$ cat config.mk
export PLATFORM = sky130hd
export DESIGN_NAME = pong_game_ctrl
export DESIGN_NICKNAME = d
export VERILOG_FILES = /design/src/rtl/pong_pkg.sv /design/src/rtl/pong_ball_step.sv /design/src/rtl/pong_game_ctrl.sv
export SDC_FILE = /design/constraint.sdc
export NUM_CORES = 1
export LEC_CHECK = 0
export ABC_AREA = 1
export CAP_MARGIN = 40
export CORE_AREA = 2 2 117 119
export DETAILED_ROUTE_END_ITERATION = 12
export DIE_AREA = 0 0 119 121
export PLACE_DENSITY = 0.58
export SYNTH_ARGS = -nofsm -noshare
export SYNTH_HDL_FRONTEND = slang
export SYNTH_HIERARCHICAL = 1
export SYNTH_SLANG_ARGS = --single-unit
$ cat constraint.sdc
create_clock -name clk -period 3.9 [get_ports clk]
set_input_delay 0.39 -clock clk [delete_from_list [all_inputs] [get_ports clk]]
set_output_delay 0.39 -clock clk [all_outputs]
set_load 0.005 [all_outputs]
$ cat src/rtl/pong_pkg.sv
// Shared definitions for the pong game sequencer: FSM states, default
// screen/paddle geometry and small arithmetic helpers.
package pong_pkg;

   typedef enum logic [2:0] {
      ST_IDLE,
      ST_SERVE,
      ST_PLAY,
      ST_POINT,
      ST_OVER
   } game_state_e;

   localparam int unsigned H_ACTIVE_DEF   = 640;
   localparam int unsigned V_ACTIVE_DEF   = 480;
   localparam int unsigned BALL_SIZE_DEF  = 8;
   localparam int unsigned PAD_HALF_DEF   = 20;
   localparam int unsigned PAD_L_FACE_DEF = 100;
   localparam int unsigned PAD_R_FACE_DEF = 540;

   // Top-left coordinate that puts a ball of edge 'size' in the middle of 'active'.
   function automatic logic [9:0] centre_pos(input int unsigned active, input int unsigned size);
      return 10'(active / 2 - size / 2);
   endfunction

   localparam logic [9:0] CENTRE_X = centre_pos(H_ACTIVE_DEF, BALL_SIZE_DEF);
   localparam logic [9:0] CENTRE_Y = centre_pos(V_ACTIVE_DEF, BALL_SIZE_DEF);

   function automatic logic [3:0] sat_inc(input logic [3:0] s, input logic [3:0] lim);
      return (s >= lim) ? lim : s + 4'd1;
   endfunction

endpackage

$ cat src/rtl/pong_ball_step.sv
// Combinational one-frame ball advance: wall bounces, paddle bounces and
// miss detection from the current (pre-step) position and direction.
module pong_ball_step
   import pong_pkg::*;
#(
   parameter int unsigned H_ACTIVE   = H_ACTIVE_DEF,
   parameter int unsigned V_ACTIVE   = V_ACTIVE_DEF,
   parameter int unsigned BALL_SIZE  = BALL_SIZE_DEF,
   parameter int unsigned PAD_HALF   = PAD_HALF_DEF,
   parameter int unsigned PAD_L_FACE = PAD_L_FACE_DEF,
   parameter int unsigned PAD_R_FACE = PAD_R_FACE_DEF,
   parameter int unsigned SPEED      = 2
) (
   input  logic [9:0] ball_x_i,
   input  logic [9:0] ball_y_i,
   input  logic       dx_right_i,
   input  logic       dy_down_i,
   input  logic [9:0] left_y_i,
   input  logic [9:0] right_y_i,
   output logic [9:0] ball_x_o,
   output logic [9:0] ball_y_o,
   output logic       dx_right_o,
   output logic       dy_down_o,
   output logic       miss_o,
   output logic       left_scores_o
);

   localparam logic [10:0] HA = 11'(H_ACTIVE);
   localparam logic [10:0] VA = 11'(V_ACTIVE);
   localparam logic [10:0] BS = 11'(BALL_SIZE);
   localparam logic [10:0] PH = 11'(PAD_HALF);
   localparam logic [10:0] PL = 11'(PAD_L_FACE);
   localparam logic [10:0] PR = 11'(PAD_R_FACE);
   localparam logic [10:0] SP = 11'(SPEED);

   logic [10:0] x_w;
   logic [10:0] y_w;
   logic [10:0] ly_w;
   logic [10:0] ry_w;
   logic        ovl_l;
   logic        ovl_r;

   assign x_w  = {1'b0, ball_x_i};
   assign y_w  = {1'b0, ball_y_i};
   assign ly_w = {1'b0, left_y_i};
   assign ry_w = {1'b0, right_y_i};

   // Overlap written with additions only so a paddle near y=0 cannot underflow.
   assign ovl_l = (y_w + BS + PH > ly_w) && (y_w <= ly_w + PH);
   assign ovl_r = (y_w + BS + PH > ry_w) && (y_w <= ry_w + PH);

   always_comb begin
      ball_y_o  = ball_y_i;
      dy_down_o = dy_down_i;
      if (dy_down_i) begin
         if (y_w + BS + SP >= VA) begin
            ball_y_o  = 10'(VA - BS);
            dy_down_o = 1'b0;
         end else begin
            ball_y_o = 10'(y_w + SP);
         end
      end else if (y_w < SP) begin
         ball_y_o  = '0;
         dy_down_o = 1'b1;
      end else begin
         ball_y_o = 10'(y_w - SP);
      end
   end

   always_comb begin
      ball_x_o      = ball_x_i;
      dx_right_o    = dx_right_i;
      miss_o        = 1'b0;
      left_scores_o = 1'b0;
      if (dx_right_i) begin
         if ((x_w + BS <= PR) && (x_w + BS + SP >= PR) && ovl_r) begin
            ball_x_o   = 10'(PR - BS);
            dx_right_o = 1'b0;
         end else if (x_w + BS + SP >= HA) begin
            miss_o        = 1'b1;
            left_scores_o = 1'b1;
         end else begin
            ball_x_o = 10'(x_w + SP);
         end
      end else begin
         if ((x_w >= PL) && (x_w <= PL + SP) && ovl_l) begin
            ball_x_o   = 10'(PL);
            dx_right_o = 1'b1;
         end else if (x_w < SP) begin
            miss_o = 1'b1;
         end else begin
            ball_x_o = 10'(x_w - SP);
         end
      end
   end

endmodule

$ cat src/rtl/pong_game_ctrl.sv
// Pong game sequencer: serve/play/point/over FSM, ball registers and score
// keeping, advancing the ball once per frame tick.
module pong_game_ctrl
   import pong_pkg::*;
#(
   parameter int unsigned H_ACTIVE     = H_ACTIVE_DEF,
   parameter int unsigned V_ACTIVE     = V_ACTIVE_DEF,
   parameter int unsigned BALL_SIZE    = BALL_SIZE_DEF,
   parameter int unsigned PAD_HALF     = PAD_HALF_DEF,
   parameter int unsigned PAD_L_FACE   = PAD_L_FACE_DEF,
   parameter int unsigned PAD_R_FACE   = PAD_R_FACE_DEF,
   parameter int unsigned SPEED        = 2,
   parameter int unsigned WIN_SCORE    = 7,
   parameter int unsigned SERVE_FRAMES = 60
) (
   input  logic       clk,
   input  logic       reset,
   input  logic       frame_tick,
   input  logic       start,
   input  logic [9:0] left_y,
   input  logic [9:0] right_y,
   output logic [9:0] ball_x,
   output logic [9:0] ball_y,
   output logic [3:0] score_l,
   output logic [3:0] score_r,
   output logic       point,
   output logic       game_over
);

   localparam int unsigned  CNT_W    = $clog2(SERVE_FRAMES + 1);
   localparam logic [CNT_W-1:0] CNT_LAST = CNT_W'(SERVE_FRAMES - 1);
   localparam logic [3:0]   WIN      = 4'(WIN_SCORE);
   localparam logic [9:0]   CX       = centre_pos(H_ACTIVE, BALL_SIZE);
   localparam logic [9:0]   CY       = centre_pos(V_ACTIVE, BALL_SIZE);

   game_state_e      state_q, state_d;
   logic [9:0]       ball_x_q, ball_x_d;
   logic [9:0]       ball_y_q, ball_y_d;
   logic             dx_right_q, dx_right_d;
   logic             dy_down_q, dy_down_d;
   logic [3:0]       score_l_q, score_l_d;
   logic [3:0]       score_r_q, score_r_d;
   logic             point_q, point_d;
   logic             game_over_q, game_over_d;
   logic [CNT_W-1:0] frame_cnt_q, frame_cnt_d;
   logic             left_scored_q, left_scored_d;

   logic [9:0] step_x, step_y;
   logic       step_dx_right, step_dy_down, step_miss, step_left_scores;
   logic [3:0] score_l_inc, score_r_inc;
   logic       scorer_wins;

   pong_ball_step #(
      .H_ACTIVE  (H_ACTIVE),
      .V_ACTIVE  (V_ACTIVE),
      .BALL_SIZE (BALL_SIZE),
      .PAD_HALF  (PAD_HALF),
      .PAD_L_FACE(PAD_L_FACE),
      .PAD_R_FACE(PAD_R_FACE),
      .SPEED     (SPEED)
   ) u_step (
      .ball_x_i     (ball_x_q),
      .ball_y_i     (ball_y_q),
      .dx_right_i   (dx_right_q),
      .dy_down_i    (dy_down_q),
      .left_y_i     (left_y),
      .right_y_i    (right_y),
      .ball_x_o     (step_x),
      .ball_y_o     (step_y),
      .dx_right_o   (step_dx_right),
      .dy_down_o    (step_dy_down),
      .miss_o       (step_miss),
      .left_scores_o(step_left_scores)
   );

   assign score_l_inc = sat_inc(score_l_q, WIN);
   assign score_r_inc = sat_inc(score_r_q, WIN);
   assign scorer_wins = left_scored_q ? (score_l_inc == WIN) : (score_r_inc == WIN);

   always_ff @(posedge clk or posedge reset) begin
      if (reset) begin
         state_q       <= ST_IDLE;
         ball_x_q      <= CX;
         ball_y_q      <= CY;
         dx_right_q    <= 1'b1;
         dy_down_q     <= 1'b1;
         score_l_q     <= '0;
         score_r_q     <= '0;
         point_q       <= 1'b0;
         game_over_q   <= 1'b0;
         frame_cnt_q   <= '0;
         left_scored_q <= 1'b0;
      end else begin
         state_q       <= state_d;
         ball_x_q      <= ball_x_d;
         ball_y_q      <= ball_y_d;
         dx_right_q    <= dx_right_d;
         dy_down_q     <= dy_down_d;
         score_l_q     <= score_l_d;
         score_r_q     <= score_r_d;
         point_q       <= point_d;
         game_over_q   <= game_over_d;
         frame_cnt_q   <= frame_cnt_d;
         left_scored_q <= left_scored_d;
      end
   end

   always_comb begin
      state_d = state_q;
      unique case (state_q)
         ST_IDLE, ST_OVER: if (start) state_d = ST_SERVE;
         ST_SERVE:         if (frame_tick && frame_cnt_q == CNT_LAST) state_d = ST_PLAY;
         ST_PLAY:          if (frame_tick && step_miss) state_d = ST_POINT;
         ST_POINT:         state_d = scorer_wins ? ST_OVER : ST_SERVE;
         default:          state_d = ST_IDLE;
      endcase
   end

   always_comb begin
      ball_x_d      = ball_x_q;
      ball_y_d      = ball_y_q;
      dx_right_d    = dx_right_q;
      dy_down_d     = dy_down_q;
      score_l_d     = score_l_q;
      score_r_d     = score_r_q;
      point_d       = 1'b0;
      frame_cnt_d   = frame_cnt_q;
      left_scored_d = left_scored_q;
      case (state_q)
         ST_IDLE, ST_OVER: begin
            if (start) begin
               score_l_d   = '0;
               score_r_d   = '0;
               frame_cnt_d = '0;
            end
         end
         ST_SERVE: begin
            if (frame_tick) frame_cnt_d = (frame_cnt_q == CNT_LAST) ? '0 : frame_cnt_q + CNT_W'(1);
         end
         ST_PLAY: begin
            // A miss freezes the ball where it is; POINT re-centres it next cycle.
            if (frame_tick) begin
               if (step_miss) begin
                  left_scored_d = step_left_scores;
               end else begin
                  ball_x_d   = step_x;
                  ball_y_d   = step_y;
                  dx_right_d = step_dx_right;
                  dy_down_d  = step_dy_down;
               end
            end
         end
         ST_POINT: begin
            if (left_scored_q) score_l_d = score_l_inc;
            else               score_r_d = score_r_inc;
            point_d     = 1'b1;
            ball_x_d    = CX;
            ball_y_d    = CY;
            dx_right_d  = left_scored_q;
            frame_cnt_d = '0;
         end
         default: ;
      endcase
      game_over_d = (state_d == ST_OVER);
   end

   assign ball_x    = ball_x_q;
   assign ball_y    = ball_y_q;
   assign score_l   = score_l_q;
   assign score_r   = score_r_q;
   assign point     = point_q;
   assign game_over = game_over_q;

endmodule

# After elaboration in Yosys (flattened, before gate mapping)
# Cells that the tools add are included.
# Widths: inputs -> output; s select.
# totals
elab_cells	123
out_inout_bits	30
input_bits	24
reg_bits	42
# op_classes
eq_ne	16
n_mux	47
magnitude_cmp	14
n_reduce_logical	20
n_bitwise	1
addsub	14
# op_table
op	n
$mux 10	12
$pmux 10 s2	2
$add 10x4->11 const B	2
$add 10x5->11 const B	2
$add 11x2->11 const B	2
$ge 11x10->1 const B	2
$gt 11x10->1	2
$le 10x11->1	2
$add 10x2->10 const B	2
$lt 10x2->1 const B	2
$mux 4	5
$sub 10x2->10 const B	2
$mux 6	3
$pmux 6 s3	1
$reduce_and 3->1	6
$mux 1	16
$pmux 4 s2	2
$mux 3	4
$ne 2x2->1 const B	6
$pmux 3 s4	1
$add 11x5->11 const B	1
$ge 11x9->1 const B	1
$le 11x10->1 const B	1
$ge 10x7->1 const B	1
18 further kinds	32

# Logic depth before layout (Yosys ltp)
# depth
word_depth	11
ltp_mapped	26
ltp_nobuf	23

# Hierarchy
# The synthesis kept the hierarchy.
# by_module_without_submodules
mod	instances	area_each_um2	seq_area_each_um2	cells_per_inst
pong_ball_step	1	3223.1	0.0	575
pong_game_ctrl	1	1946.9	1066.0	223

# Worst setup path before layout
# OpenSTA, ideal clock, no wires.
# synth_timing
path_type	reg2reg
from	register ball_y_q[3] (netlist: ball_y[3])
to	register ball_x_q[3] (netlist: ball_x[3])
required_ns	3.820
arrival_ns	3.349
stages_incl_launch_ff	25
setup_ns	0.080
slack_ns	0.471
period_less_slack_ns	3.429
cell_sequence	dfstp_2 inv_1 ha_1 a21oi_1 xnor2_1 inv_1 ha_1 nand2_1 nor2_1 nand2_1 nand2_1 nand2_1 nand2_1 nand2_1 nand2_1 nand2_1 a21oi_2 nand2_2 buf_6 nand3_2 nand2_1 nor2_1 nand2_2 buf_6 o22a_1
# synth_rtl
element	line_no	rtl
from (decl)	pong_game_ctrl.sv:38	logic [9:0] ball_y_q, ball_y_d;
from (signal assigned)	pong_game_ctrl.sv:96	ball_y_q <= ball_y_d;
$add 10x4->11	pong_ball_step.sv:49, pong_ball_step.sv:50	
$add 11x5->11	pong_ball_step.sv:49, pong_ball_step.sv:50	
$gt 11x10->1, on equally long branches	pong_ball_step.sv:49, pong_ball_step.sv:50	
$logic_and 1x1->1, on equally long branches	pong_ball_step.sv:49, pong_ball_step.sv:50	
$logic_and 1x1->1, on equally long branches	pong_ball_step.sv:86, pong_ball_step.sv:76	
$mux 1, on equally long branches	pong_ball_step.sv:86, pong_ball_step.sv:76	
$mux 1 *	pong_ball_step.sv:75	if (dx_right_i) begin
net step_miss	pong_game_ctrl.sv:49	logic step_dx_right, step_dy_down, step_miss, step_left_scores;
$ne 2x2->1 (no line) *	--	
$reduce_and 5->1 (no line) *	--	
to (signal assigned)	pong_game_ctrl.sv:95	ball_x_q <= ball_x_d;
to (decl)	pong_game_ctrl.sv:37	logic [9:0] ball_x_q, ball_x_d;
# The timed path passes the listed nets; every way through them passes the cells marked *. The select of a mux whose other input is x is not followed.
# A chain may end at the register's enable or synchronous reset.

# Final worst setup path
# layout_timing
from	register ball_y_q[3] (netlist: ball_y[3])
to	register ball_y_q[7] (netlist: ball_y[7])
# layout_between
elab_chain_cells	9
# layout_lines
element	line_no
$add 10x4->11	pong_ball_step.sv:49, pong_ball_step.sv:50
$add 11x5->11	pong_ball_step.sv:49, pong_ball_step.sv:50
$gt 11x10->1, on equally long branches	pong_ball_step.sv:49, pong_ball_step.sv:50
$logic_and 1x1->1, on equally long branches	pong_ball_step.sv:49, pong_ball_step.sv:50
$logic_and 1x1->1, on equally long branches	pong_ball_step.sv:86, pong_ball_step.sv:76
$mux 1, on equally long branches	pong_ball_step.sv:86, pong_ball_step.sv:76
$mux 1 *	pong_ball_step.sv:75
net step_miss	pong_game_ctrl.sv:49
$ne 2x2->1 (no line) *	--
$reduce_and 3->1 (no line) *	--
# Marked as above.

==> flow_summary.ini <==
[timing]
setup_viol = 0
timing.hold.ws_ns = 0.4676
fmax_mhz = 279.0
slew_headroom_pct = 62.54
timing.clock.skew_ns = 0.003450
rsz0062_at_grt = false
tightest_slew_ns = 0.5613
finalMaxSlewViolations = 0
period_needed_ns = 3.585
period_share_pct = 91.91
tns_ns = 0
hold_viol = 0
setup_ws_ns = 0.3153

[yosys]
syn_inst = 798
synthFlopType = dfrtp_1
avgSynthCellArea_sq_um = 6.479
synth-seq-cells = 42
synth_edf_count = 0
synthDistinctLibCells = 43
syn-num-nets = 879
yosys_warnings = 6
synth_seq_area_share_pct = 20.62
async_flop_share_pct = 100.0
synth_area_sq_um = 5170

[min_path]
hold_class = input port to async pin

[clock_tree]
cts_tree = done
cts_htree_levels = 2
cts_hold_buf = 0
cts_buffer_depth = 2
clk_pin_slew_ns = 0.06
cts_buffers = 5
post_cts_buffers = 0
cts_root_buf = clkbuf_16
clk_latency_ns = 0.28
clock-sinks = 42

[run_status]
outcome = finished clean

[floorplanning]
fp.dieW_microns = 119
ios = 54
die_y_microns = 121
initial_utilization_pct = 39.51
coreArea_sq_um = 13090
die_area_sq_um = 14400
rows = 42

[setup_path]
reg2reg_from = ball_y[3]
crit_arrival_ns = 3.80
worst-path-max-fanout = 13
end_kind = flop
crit_path_end = ball_y[7]
r2r.worst_path.cells = 19
crit_type = flop to flop
cp.required_ns = 4.11
reg2reg_slack_ns = 0.32
reg2reg_to = ball_y[7]
cp-startpoint = ball_y[3]
start_kind = flop

[final_layout]
num-nets-final = 934
drive_above_1_share_pct = 9.602
stdcell_area_sq_um = 6081
syn2layout_area_growth_pct = 17.62
diodes = 0

[power]
p_leak_nw = 3.240
power_mw = 1.268
powerDensity_nw_per_um2 = 208.5
ir_drop_uv = 246.7

[flow_run]
drv_cap = 0

[routing]
routed-via-count = 5232
drtIter0Drc = 385
drc = 0
viasPerCell = 5.080
wl_microns = 14000
wl_per_cell_microns = 13.60
antenna_left = 0
first_pass_iters = 5

[placed_design]
dpl_worst_slack_ns = 0.06965
place_area_sq_um = 5909
dpl.hpwl_microns = 11070
place_congestion = 0.9276
port_buffers = 53

[grt]
grt_pass1_wl_microns = 23980
grt_max_degree = 17
grt_pass1_vias = 4966
antenna_found_initial = 0
grt-ovfl-total = 0
grtUsageTotal_pct = 20.13
## routing by layer
layer | track usage, % | share of wire, % | up-vias
met5 | 0 | 0 | -
met4 | 3.497 | 0.94 | 0
met3 | 2.021 | 4.5 | 10
met2 | 33.44 | 46 | 147
met1 | 28.67 | 49 | 2398
li1 | - | - | 2677
## cells by family after synthesis
kind of cell	synth area share (%)
simple gates	39.98
buf+inv	10.62
compound gates	7.381
fa+ha+maj	13.79
xor+xnor	7.599
flops	20.62
## worst min-delay path by stage
| stage | depth (start not counted) | end | from | slack, ns |
|---|---|---|---|---|
| detailed placement | 2 | frame_cnt_q[0] | frame_cnt_q[0] | 0.50 |
| CTS | 2 | score_l[0] | reset | 0.50 |
| global route | 2 | score_l[0] | reset | 0.56 |
| global placement | 2 | frame_cnt_q[1] | frame_cnt_q[1] | 0.50 |
| finish | 2 | score_l[0] | reset | 0.47 |
| floorplan | 2 | dy_down_q | dy_down_q | 0.46 |
## registers in the layout, indices dropped and copies added, names as in the netlist
name / cells
ball_y: 10
ball_x: 10
game_over: 1
score_l: 4
score_r: 4
frame_cnt_q: 6
dy_down_q: 1
left_scored_q: 1
state_q: 3
dx_right_q: 1
point: 1
## Yosys cell counts, drive strengths merged (6+ instances only)
| cell type | number | area share, % |
|---|---|---|
| nand2 | 258 | 20 |
| inv | 109 | 7.9 |
| nand3 | 93 | 9.4 |
| nor2 | 67 | 5.4 |
| ha | 57 | 14 |
| xor2 | 36 | 6.1 |
| a21oi | 31 | 3.1 |
| dfrtp | 30 | 15 |
| nand4 | 20 | 2.5 |
| buf | 17 | 2.3 |
| o21ai | 13 | 1.3 |
| dfstp | 12 | 6.1 |
| nor3 | 11 | 1.2 |
| o22a | 10 | 1.7 |
| xnor2 | 8 | 1.5 |
| nand3b | 6 | 0.87 |
## layout by cell type, fill, tap and decap left out, drive strengths merged
master | Yosys | final
nand2 | 258 | 258
inv | 109 | 109
nand3 | 93 | 93
nor2 | 67 | 67
ha | 57 | 57
clkdlybuf4s50 | 0 | 53
xor2 | 36 | 36
a21oi | 31 | 31
dfrtp | 30 | 30
nand4 | 20 | 20
buf | 17 | 15
o21ai | 13 | 13
dfstp | 12 | 12
nor3 | 11 | 11
o22a | 10 | 10
xnor2 | 8 | 8
nand3b | 6 | 6
clkbuf | 3 | 6
o211ai | 3 | 3
a21o | 3 | 3
nor4 | 2 | 2
or2 | 2 | 2
clkinv | 2 | 2
a31o | 1 | 1
bufinv | 0 | 1
clkinvlp | 0 | 1
nand2b | 1 | 1
a311oi | 1 | 1
and3 | 1 | 1
o21a | 1 | 1
## area by class of cell
type                            count  area (sq um)
Fill cell                        1340          7004
Multi-Input combinational cell    625          3560
Sequential cell                    42          1066
Timing Repair Buffer               68         650.6
Inverter                          111         417.9
Tap cell                          176         220.2
Clock buffer                        6         128.9
Clock inverter                      2         37.54
## worst max-delay path, cell delays in order (launching register included)
cell	delay, ns
dfstp_2	0.58
ha_1	0.25
nand3_1	0.14
xor2_1	0.21
nand2b_2	0.23
nor3_1	0.21
xor2_1	0.23
ha_1	0.28
nand2_1	0.07
nor2_1	0.04
nand3_1	0.07
nand2_1	0.07
a21oi_2	0.12
nand2_2	0.07
nand3_2	0.07
nand2_1	0.08
nor2_1	0.22
nand2_4	0.16
buf_4	0.23
o22a_1	0.20
## timing repair
item | in CTS | in global routing
endpoints found under the setup margin | 0 | 1
gates resized for setup | 0 | 1
hold endpoints to repair | 0 | 0
## report_power, final
| group | internal [mW] | total [mW] | switching (mW) |
|---|---|---|---|
| registers | 0.473 | 0.521 | 0.0478 |
| logic | 0.122 | 0.280 | 0.158 |
| clock network | 0.302 | 0.468 | 0.166 |
## metrics by stage
step | std cells | utilization, %
final | 1030 | 46.47
after global routing | 1030 | 46.47
after CTS | 1030 | 46.43
after detailed placement | 1022 | 45.16
after global placement | 1021 | 45.05
after floorplan | 798 | -
(Power assumes the default switching activity.)
